--- src/rtl/fifo_write_arbiter_pkg.sv ---
// fifo_arb_pkg
// Shared types and sizing helpers for the FIFO write-side arbiter and any
// other arbiter that reuses the round-robin picker.
//   arb_state_e   : grant FSM states (idle / burst in progress)
//   N_DEF, DATA_DEF, MAXB_DEF : default requester count, data width, burst cap
//   OWNER_W_DEF, CNT_W_DEF    : widths of owner index and beat counter at defaults
//   ownerWidth(), cntWidth()  : the same widths for any parameterisation
package fifo_arb_pkg;

  typedef enum logic [0:0] {
    ARB_IDLE  = 1'b0,
    ARB_BURST = 1'b1
  } arb_state_e;

  localparam int N_DEF    = 4;
  localparam int DATA_DEF = 8;
  localparam int MAXB_DEF = 4;

  // Owner index needs at least one bit even though N is never below 2.
  function automatic int ownerWidth(input int n);
    return (n < 2) ? 1 : $clog2(n);
  endfunction

  // Beat counter must be able to hold MAXB itself, hence MAXB+1 values.
  function automatic int cntWidth(input int maxb);
    return (maxb < 1) ? 1 : $clog2(maxb + 1);
  endfunction

  localparam int OWNER_W_DEF = ownerWidth(N_DEF);
  localparam int CNT_W_DEF   = cntWidth(MAXB_DEF);

endpackage

--- src/rtl/fifo_write_arbiter_if.sv ---
// fifo_write_arbiter_if
// Bundles the requester side and the FIFO write port of the arbiter.
//   req, last, din : per-requester beat valid, final-beat marker, data slices
//   full           : FIFO full flag (write-clock domain)
//   ack            : one-hot beat-accepted strobe back to the requesters
//   w_en, wdata    : FIFO write enable and data
//   owner, busy    : current grant holder and grant-active flag
// Modport master is the arbiter's view; slave is the environment's view.
interface fifo_write_arbiter_if
  import fifo_arb_pkg::*;
#(
  parameter int N    = N_DEF,
  parameter int DATA = DATA_DEF
);

  localparam int OW = ownerWidth(N);

  logic [N-1:0]      req;
  logic [N-1:0]      last;
  logic [N*DATA-1:0] din;
  logic              full;
  logic [N-1:0]      ack;
  logic              w_en;
  logic [DATA-1:0]   wdata;
  logic [OW-1:0]     owner;
  logic              busy;

  modport master (
    input  req, last, din, full,
    output ack, w_en, wdata, owner, busy
  );

  modport slave (
    output req, last, din, full,
    input  ack, w_en, wdata, owner, busy
  );

endinterface

--- src/rtl/fifo_write_arbiter_rr_pick.sv ---
// rr_pick
// Combinational round-robin picker: returns the first set request bit at or
// after ptr, scanning upward and wrapping past N-1 back to 0.
//   req : request vector
//   ptr : starting position of the scan (must be below N)
//   idx : chosen index (0 when nothing is requested)
//   any : at least one request is set
module rr_pick
  import fifo_arb_pkg::*;
#(
  parameter  int N  = N_DEF,
  localparam int IW = ownerWidth(N)
) (
  input  logic [N-1:0]  req,
  input  logic [IW-1:0] ptr,
  output logic [IW-1:0] idx,
  output logic          any
);

  localparam int CW = IW + 1;

  logic [CW-1:0] cand;

  // Walk offsets from farthest to nearest so the nearest requester at or
  // after ptr is the last writer and therefore wins.
  always_comb begin
    idx  = '0;
    cand = '0;
    for (int k = N - 1; k >= 0; k--) begin
      cand = {1'b0, ptr} + CW'(k);
      if (cand >= CW'(N)) begin
        cand = cand - CW'(N);
      end
      if (req[cand[IW-1:0]]) begin
        idx = cand[IW-1:0];
      end
    end
  end

  assign any = |req;

endmodule

--- src/rtl/fifo_write_arbiter.sv ---
// fifo_write_arbiter
// Shares the single FIFO write port among N requesters. A grant is given in
// round-robin order and covers up to MAXB beats; it ends early on the owner's
// last flag or when the owner withdraws its request while the FIFO is not full.
// Each grant is followed by one idle cycle before the next one.
//   wclk : write-domain clock
//   wrst : asynchronous active-low reset
//   bus  : requester handshake and FIFO write port (master modport)
module fifo_write_arbiter
  import fifo_arb_pkg::*;
#(
  parameter int N    = N_DEF,
  parameter int DATA = DATA_DEF,
  parameter int MAXB = MAXB_DEF
) (
  input  logic                 wclk,
  input  logic                 wrst,
  fifo_write_arbiter_if.master bus
);

  localparam int IW = ownerWidth(N);
  localparam int CW = cntWidth(MAXB);

  arb_state_e      state_q, state_d;
  logic [IW-1:0]   owner_q, owner_d;
  logic [IW-1:0]   rrPtr_q, rrPtr_d;
  logic [CW-1:0]   beatCnt_q, beatCnt_d;
  logic [CW-1:0]   beatNext;
  logic [IW-1:0]   pickIdx;
  logic            pickAny;
  logic            endGrant;
  logic [IW-1:0]   ptrAfterOwner;
  logic [DATA-1:0] ownerData;

  rr_pick #(
    .N (N)
  ) u_pick (
    .req (bus.req),
    .ptr (rrPtr_q),
    .idx (pickIdx),
    .any (pickAny)
  );

  assign beatNext      = beatCnt_q + 1'b1;
  assign ptrAfterOwner = (owner_q == IW'(N - 1)) ? '0 : owner_q + 1'b1;

  // Data slice of the current owner; only reaches wdata on an accepted beat.
  always_comb begin
    ownerData = '0;
    for (int i = 0; i < N; i++) begin
      if (owner_q == IW'(i)) begin
        ownerData = bus.din[i*DATA +: DATA];
      end
    end
  end

  // State registers; reset drops any grant in flight so w_en/ack/wdata
  // fall to zero as soon as wrst goes low.
  always_ff @(posedge wclk or negedge wrst) begin
    if (!wrst) begin
      state_q   <= ARB_IDLE;
      owner_q   <= '0;
      rrPtr_q   <= '0;
      beatCnt_q <= '0;
    end else begin
      state_q   <= state_d;
      owner_q   <= owner_d;
      rrPtr_q   <= rrPtr_d;
      beatCnt_q <= beatCnt_d;
    end
  end

  // Grant FSM and write-port drive. While full is high nothing moves, so a
  // request withdrawal is only acted on once the FIFO has room again.
  always_comb begin
    state_d   = state_q;
    owner_d   = owner_q;
    rrPtr_d   = rrPtr_q;
    beatCnt_d = beatCnt_q;
    endGrant  = 1'b0;
    bus.w_en  = 1'b0;
    bus.ack   = '0;
    bus.wdata = '0;

    case (state_q)
      ARB_IDLE: begin
        if (pickAny) begin
          state_d   = ARB_BURST;
          owner_d   = pickIdx;
          beatCnt_d = '0;
        end
      end
      ARB_BURST: begin
        if (!bus.full) begin
          if (bus.req[owner_q]) begin
            bus.w_en         = 1'b1;
            bus.ack[owner_q] = 1'b1;
            bus.wdata        = ownerData;
            beatCnt_d        = beatNext;
            if (bus.last[owner_q] || (beatNext == CW'(MAXB))) begin
              endGrant = 1'b1;
            end
          end else begin
            endGrant = 1'b1;
          end
        end
      end
      default: begin
        state_d = ARB_IDLE;
      end
    endcase

    if (endGrant) begin
      state_d = ARB_IDLE;
      rrPtr_d = ptrAfterOwner;
    end
  end

  assign bus.busy  = (state_q == ARB_BURST);
  assign bus.owner = owner_q;

endmodule

--- src/flat_wrapper.sv ---
// flat-port wrapper written by rule: the top's interface ports become plain ports
module fifo_write_arbiter_flat import fifo_arb_pkg::*;
#(
  parameter int N    = N_DEF,
  parameter int DATA = DATA_DEF,
  parameter int MAXB = MAXB_DEF
)
  (wclk, wrst, bus_req, bus_last, bus_din, bus_full, bus_ack, bus_w_en, bus_wdata, bus_owner, bus_busy);
  fifo_write_arbiter_if #(.N(N), .DATA(DATA)) bus_i ();
  input  logic wclk;
  input  logic wrst;
  input wire logic [$bits(bus_i.req)-1:0] bus_req;
  input wire logic [$bits(bus_i.last)-1:0] bus_last;
  input wire logic [$bits(bus_i.din)-1:0] bus_din;
  input wire logic [$bits(bus_i.full)-1:0] bus_full;
  output wire logic [$bits(bus_i.ack)-1:0] bus_ack;
  output wire logic [$bits(bus_i.w_en)-1:0] bus_w_en;
  output wire logic [$bits(bus_i.wdata)-1:0] bus_wdata;
  output wire logic [$bits(bus_i.owner)-1:0] bus_owner;
  output wire logic [$bits(bus_i.busy)-1:0] bus_busy;
  assign bus_i.req = bus_req;
  assign bus_i.last = bus_last;
  assign bus_i.din = bus_din;
  assign bus_i.full = bus_full;
  assign bus_ack = bus_i.ack;
  assign bus_w_en = bus_i.w_en;
  assign bus_wdata = bus_i.wdata;
  assign bus_owner = bus_i.owner;
  assign bus_busy = bus_i.busy;
  fifo_write_arbiter #(.N(N), .DATA(DATA), .MAXB(MAXB)) u_core (.wclk(wclk), .wrst(wrst), .bus(bus_i));
endmodule
--- config.mk ---
export PLATFORM = sky130hd
export DESIGN_NAME = fifo_write_arbiter_flat
export DESIGN_NICKNAME = d
export VERILOG_FILES = /design/src/rtl/fifo_write_arbiter_pkg.sv /design/src/rtl/fifo_write_arbiter_if.sv /design/src/rtl/fifo_write_arbiter_rr_pick.sv /design/src/rtl/fifo_write_arbiter.sv /design/src/flat_wrapper.sv
export SDC_FILE = /design/constraint.sdc
export NUM_CORES = 1
export LEC_CHECK = 0
export CAP_MARGIN = 30
export CELL_PAD_IN_SITES_DETAIL_PLACEMENT = 1
export CELL_PAD_IN_SITES_GLOBAL_PLACEMENT = 1
export CORE_MARGIN = 2
export CORE_UTILIZATION = 24
export DETAILED_ROUTE_END_ITERATION = 6
export PLACE_DENSITY = 0.83
export SETUP_SLACK_MARGIN = 0.2
export SYNTH_ARGS = -nofsm -noshare
export SYNTH_HDL_FRONTEND = slang
export SYNTH_SLANG_ARGS = --single-unit
--- constraint.sdc ---
create_clock -name wclk -period 2.77 [get_ports wclk]
set_input_delay 0.554 -clock wclk [delete_from_list [all_inputs] [get_ports wclk]]
set_output_delay 0.554 -clock wclk [all_outputs]
set_load 0.01 [all_outputs]
# After elaboration in Yosys (flattened, before gate mapping)
# Cells that the tools add are included.
word_totals:
  regBits: 8
  in_bits: 43
op_classes:
  addsub: 9
  n_lt_le_gt_ge: 10
  eq_ne: 7
  mux: 47
  bitwise_logic: 1
  reduce_logical: 6
op_table:
  columns: ["cell", "count"]
  rows:
  - ["$mux 8", 7]
  - ["$mux 2", 9]
  - ["$mux 1", 17]
  - ["$lt 2x3->1 const B", 5]
  - ["$bmux 1 s2", 6]
  - ["$mux 4", 3]
  - ["$ge 3x3->1 const B", 3]
  - ["$mux 3", 3]
  - ["$sub 2x1->2 const B", 4]
  - ["$add 2x2->3 const B", 2]
  - ["$pmux 3 s2", 1]
  - ["$eq 2x2->1 const B", 2]
  - ["$ne 2x2->1 const B", 2]
  - ["$reduce_or 4->1", 1]
  - ["$add 2x1->3 const B", 1]
  - ["$add 3x1->3 const B", 1]
  - ["$eq 3x3->1 const B", 1]
  - ["$ge 2x3->1 const B", 1]
  - ["$reduce_and 3->1", 1]
  - ["$add 2x1->2 const B", 1]
  - ["$demux 1 s2", 1]
  - ["$eq 2x1->1 const B", 1]
  - ["$ge 2x1->1 const B", 1]
  - ["$logic_not 2->1", 1]
  - ["other kinds (5)", 5]

# Depth between registers and ports, before layout
logic_depth:
  word_depth: 9
  ltp_mapped: 7
  depth_no_buf: 6

# Cells and area by module
# From an unflattened synthesis, not the netlist that was laid out.
hier_totals:
  hier_cells: 106
  hier_area_um2: 855.8
modules_own_cells:
  columns: ["module", "n_inst", "cells_each", "area_each_um2", "seq_area_each_um2"]
  rows:
  - ["fifo_write_arbiter", 1, 93, 778.2, 200.2]
  - ["rr_pick", 1, 13, 77.6, 0.0]

# Least setup slack after synthesis
# No wires, ideal clock.
synth_timing:
  kind: "register to output"
  from: "reg u_core.owner_q[0] (netlist: u_core.bus.owner[0])"
  to: "out bus_wdata[6]"
  arrival_ps: 1775
  setup_slack_ps: 441
  stages_incl_launch_ff: 8
  path_buffers: 2
  path_cell_list: "dfrtp_1 inv_1 ha_1 clkbuf_1 clkbuf_1 a211oi_1 a211o_1 a21oi_1"
synth_between:
  elab_chain_len: 8
synth_lines:
  columns: ["element", "line", "source"]
  rows:
  - ["start, declared", "fifo_write_arbiter.sv:25", "logic [IW-1:0] owner_q, owner_d;"]
  - ["start signal, assigned", "fifo_write_arbiter.sv:67", "owner_q <= owner_d;"]
  - ["$logic_not 2->1", "fifo_write_arbiter.sv:51", "if (owner_q == IW'(i)) begin"]
  - ["$mux 8 (4 in series)", "fifo_write_arbiter.sv:51", null]
  - ["$mux 8 *", "fifo_write_arbiter.sv:95", "if (bus.req[owner_q]) begin"]
  - ["$mux 8 *", "fifo_write_arbiter.sv:94", "if (!bus.full) begin"]
  - ["$mux 8 *", "fifo_write_arbiter.sv:85", "case (state_q)"]
  - ["end, declared", "flat_wrapper.sv:18", "output wire logic [$bits(bus_i.wdata)-1:0] bus_wdata;"]
# Every way passes the cells marked *; elsewhere a longest branch is shown, timed or not. The select of a mux whose other input is x is not followed.

# Worst setup path after layout
layout_timing:
  from: "reg u_core.owner_q[0] (netlist: u_core.bus.owner[0])"
  to: "out bus_wdata[1]"
# The elaborated chain is that of the path after synthesis.

==> metrics.json <==
{
  "run_status": "complete, no violations",
  "ctsHtreeMaxLevel": 1,
  "yosys_top_cell_by_area": "sky130_fd_sc_hd__dfrtp_1",
  "port_buffers": 58,
  "drt_iter0_markers": 25,
  "tritoncts.num_buffers": 3,
  "cp_top_family": "compound AO/OA/AOI/OAI gates",
  "detail_route.wl_per_cell_um": 18.14,
  "num_rows": 21,
  "syn-instance-count": 107,
  "grt_pass1_wl_um": 5968,
  "dominantRegCellSynth": "sky130_fd_sc_hd__dfrtp_1",
  "antenna_found_initial": 0,
  "drive_gt1_share_pct": 30.56,
  "final_cell_count_no_fill": 226,
  "dr_pass1_iterations": 4,
  "seq_area_frac_synth_pct": 23.22,
  "die-height_um": 63.94,
  "preCtsSetupSlack_ns": -0.1741,
  "boundaryPins": 59,
  "num_antenna_cells": 0,
  "drc": 0,
  "clock_sinks": 8,
  "yosysWarnings": 0,
  "worst_setup_ep_type": "primary output",
  "dp_cells": 216,
  "antenna_violating_nets_post_route": 0,
  "clock_insertion_delay_worst_skew_ns": 0.27,
  "timing_worst_slew_pin_value_ns": 0.5093,
  "dpl.hpwl_um": 3019,
  "sum_of_overflow_across_all_layers_after_global_routing": 0,
  "synth_top_cell_area_share_pct": 23.22,
  "power_density_nw_per_um2": 834.3,
  "layout_min_cycle_time_ns": 2.525,
  "core_area_sq_um": 3390,
  "finalClockSkew_ns": 0.001668,
  "dieArea_sq_um": 4088,
  "clock_tree.root_cell": "sky130_fd_sc_hd__clkbuf_4",
  "critical_path.cell_chain": "inv_2 > ha_4 > nor2b_1 > buf_4 > a221oi_1 > a211o_1 > a21oi_1 > clkbuf_2",
  "starting_density_of_the_core_pct": 25.43,
  "hold_path.class": "flip-flop to flip-flop",
  "ys_types": 29,
  "finalHoldWorstSlack_ns": 0.5203,
  "ys_top_cells_by_count": "sky130_fd_sc_hd__inv_1 (13), sky130_fd_sc_hd__nand2_1 (13), sky130_fd_sc_hd__a21oi_1 (11), sky130_fd_sc_hd__a211o_1 (8), sky130_fd_sc_hd__dfrtp_1 (8)",
  "cp_data_required_time_ns": 2.22,
  "cts_tree": "built",
  "area_growth_syn_to_layout_pct": 97.10,
  "ctsLongestPathBuffers": 2,
  "crit_path_max_fanout": 7,
  "place.gp.congestion": 0.7904,
  "synth_nets": 156,
  "via_count_of_the_first_global_routing_pass": 1211,
  "via_count": 1139,
  "timing_max_transition_violations_final": 0,
  "synth.ff_latch_count": 8,
  "post_drt_via_cell_ratio": 5.040,
  "layout.nets": 231,
  "power.static_leakage_nw": 0.7914,
  "synth_top_cells_by_area": "sky130_fd_sc_hd__dfrtp_1 (23%), sky130_fd_sc_hd__ha_1 (8.7%), sky130_fd_sc_hd__a211o_1 (8.1%)",
  "num-fill-cells": 406,
  "worst_path_largest_cell_delay_ns": 0.45,
  "netlist_area_sq_um": 862.1,
  "grt_start_max_net_pins": 15,
  "max-cap-violations": 0,
  "timing.final.ws_setup_ns": 0.2455,
  "critical_path.n_buffers_inverters": 3,
  "rsz0062_at_grt": "true",
  "achievable-frequency_mhz": 396.1,
  "relSlewSlack_pct": 66.05,
  "fin_area_sq_um": 1699,
  "critPathArrivalTime_ns": 1.97,
  "ys_async_sr_fraction_pct": 100.0,
  "die_width_um": 63.94,
  "synth.avg_cell_area_sq_um": 8.057,
  "hold_buffers": 0,
  "placedInstanceArea_sq_um": 1563,
  "setup_violating_endpoint_count_in_the_final_report": 0,
  "globalRouteTotalUtil_pct": 19.10,
  "ir_worst_vdd_v": 0.0003983,
  "cpMaxStageDelayCell": "sky130_fd_sc_hd__dfrtp_2",
  "number_of_enable_flip_flop_cells_after_synthesis": 0,
  "criticalPathCategory": "flip-flop to primary output",
  "final_cycle_utilization_of_the_critical_path_pct": 91.14,
  "finalHoldViolations": 0,
  "worst_setup_hold_path_clk_slew_ns": 0.06,
  "startpoint_type": "flip-flop",
  "totalWireLength_um": 4100
}
stage by stage:
step / util [%] / total power, W / setup TNS, ns
4_1_cts: 48.54 / 0.001283 / 0
5_1_grt: 50.13 / 0.001515 / 0
6_report: 50.13 / 0.001418 / 0
3_3_place_gp: 46.11 / 0.001061 / -1.175
2_1_floorplan: - / 0.0007118 / 0
3_5_place_dp: 46.11 / 0.001114 / -1.763
area by class of cell:
cell class                 count  area (sq um)  area share, %
timing repair buffer          77         706.9          41.61
multi-input combinational     79         659.4          38.81
sequential                     8         201.4          11.86
tap                           46         57.56          3.387
inverter                      13         51.30          3.019
clock buffer                   3         22.52          1.325
path summary, 6_finish.rpt:
path	cells after the start	from	slack (ns)	end
worst max-delay path	8	u_core.bus.owner[0]	0.25	bus_wdata[1]
worst min register to register	1	u_core.beatCnt_q[2]	0.52	u_core.beatCnt_q[2]
min in group asynchronous	1	wrst	0.57	u_core.rrPtr_q[0]
worst min-delay path	1	u_core.beatCnt_q[2]	0.52	u_core.beatCnt_q[2]
max in group asynchronous	1	wrst	1.89	u_core.bus.owner[0]
worst max register to register	5	u_core.bus.owner[0]	0.67	u_core.rrPtr_q[1]
state kept, by name, summed over array words and instances (netlist names):
register          flops
u_core.beatCnt_q      3
u_core.rrPtr_q        2
u_core.bus.busy       1
u_core.bus.owner      2
layer usage:
metal,up-vias,track usage (%),routed length (um)
li1,538,-,-
met4,0,8.152,60
met5,-,0,0
met2,42,35.81,2275
met3,7,2.817,196
met1,552,21.08,1568
where the power goes:
group	leakage, nW	switching [W]	internal (W)	total (W)
clock	0.0138	0.0000525	0.0000504	0.000103
sequential	0.0977	0.0000712	0.000167	0.000239
combinational	0.680	0.000513	0.000564	0.00108
repair_timing:
action | in CTS | in global routing
endpoints found under the setup margin | 13 | 12
pin swaps | 1 | 5
gates cloned | 1 | 0
gates resized for setup | 53 | 22
setup buffers | 2 | 4
placed cells by master (no fill, tap or decap), types with 5 or more instances in the layout:
cell / Yosys / layout
sky130_fd_sc_hd__a211o_1: 8 / 8
sky130_fd_sc_hd__a21oi_1: 11 / 6
sky130_fd_sc_hd__a21oi_2: 0 / 5
sky130_fd_sc_hd__buf_2: 1 / 10
sky130_fd_sc_hd__buf_4: 0 / 15
sky130_fd_sc_hd__clkdlybuf4s50_1: 0 / 41
sky130_fd_sc_hd__dfrtp_1: 8 / 7
sky130_fd_sc_hd__inv_1: 13 / 11
sky130_fd_sc_hd__nand2_1: 13 / 13
kinds of logic after synthesis:
kind of cell	after synthesis	synth area share, %
adder cells (fa/ha/maj)	6	8.708
flip-flops	8	23.22
AO/OA/AOI/OAI	35	29.17
buffers and inverters	20	8.853
XOR/XNOR	1	1.016
multiplexers	7	11.47
AND/OR/NAND/NOR	30	17.56
No activity file was read; power rests on OpenSTA's default activity.
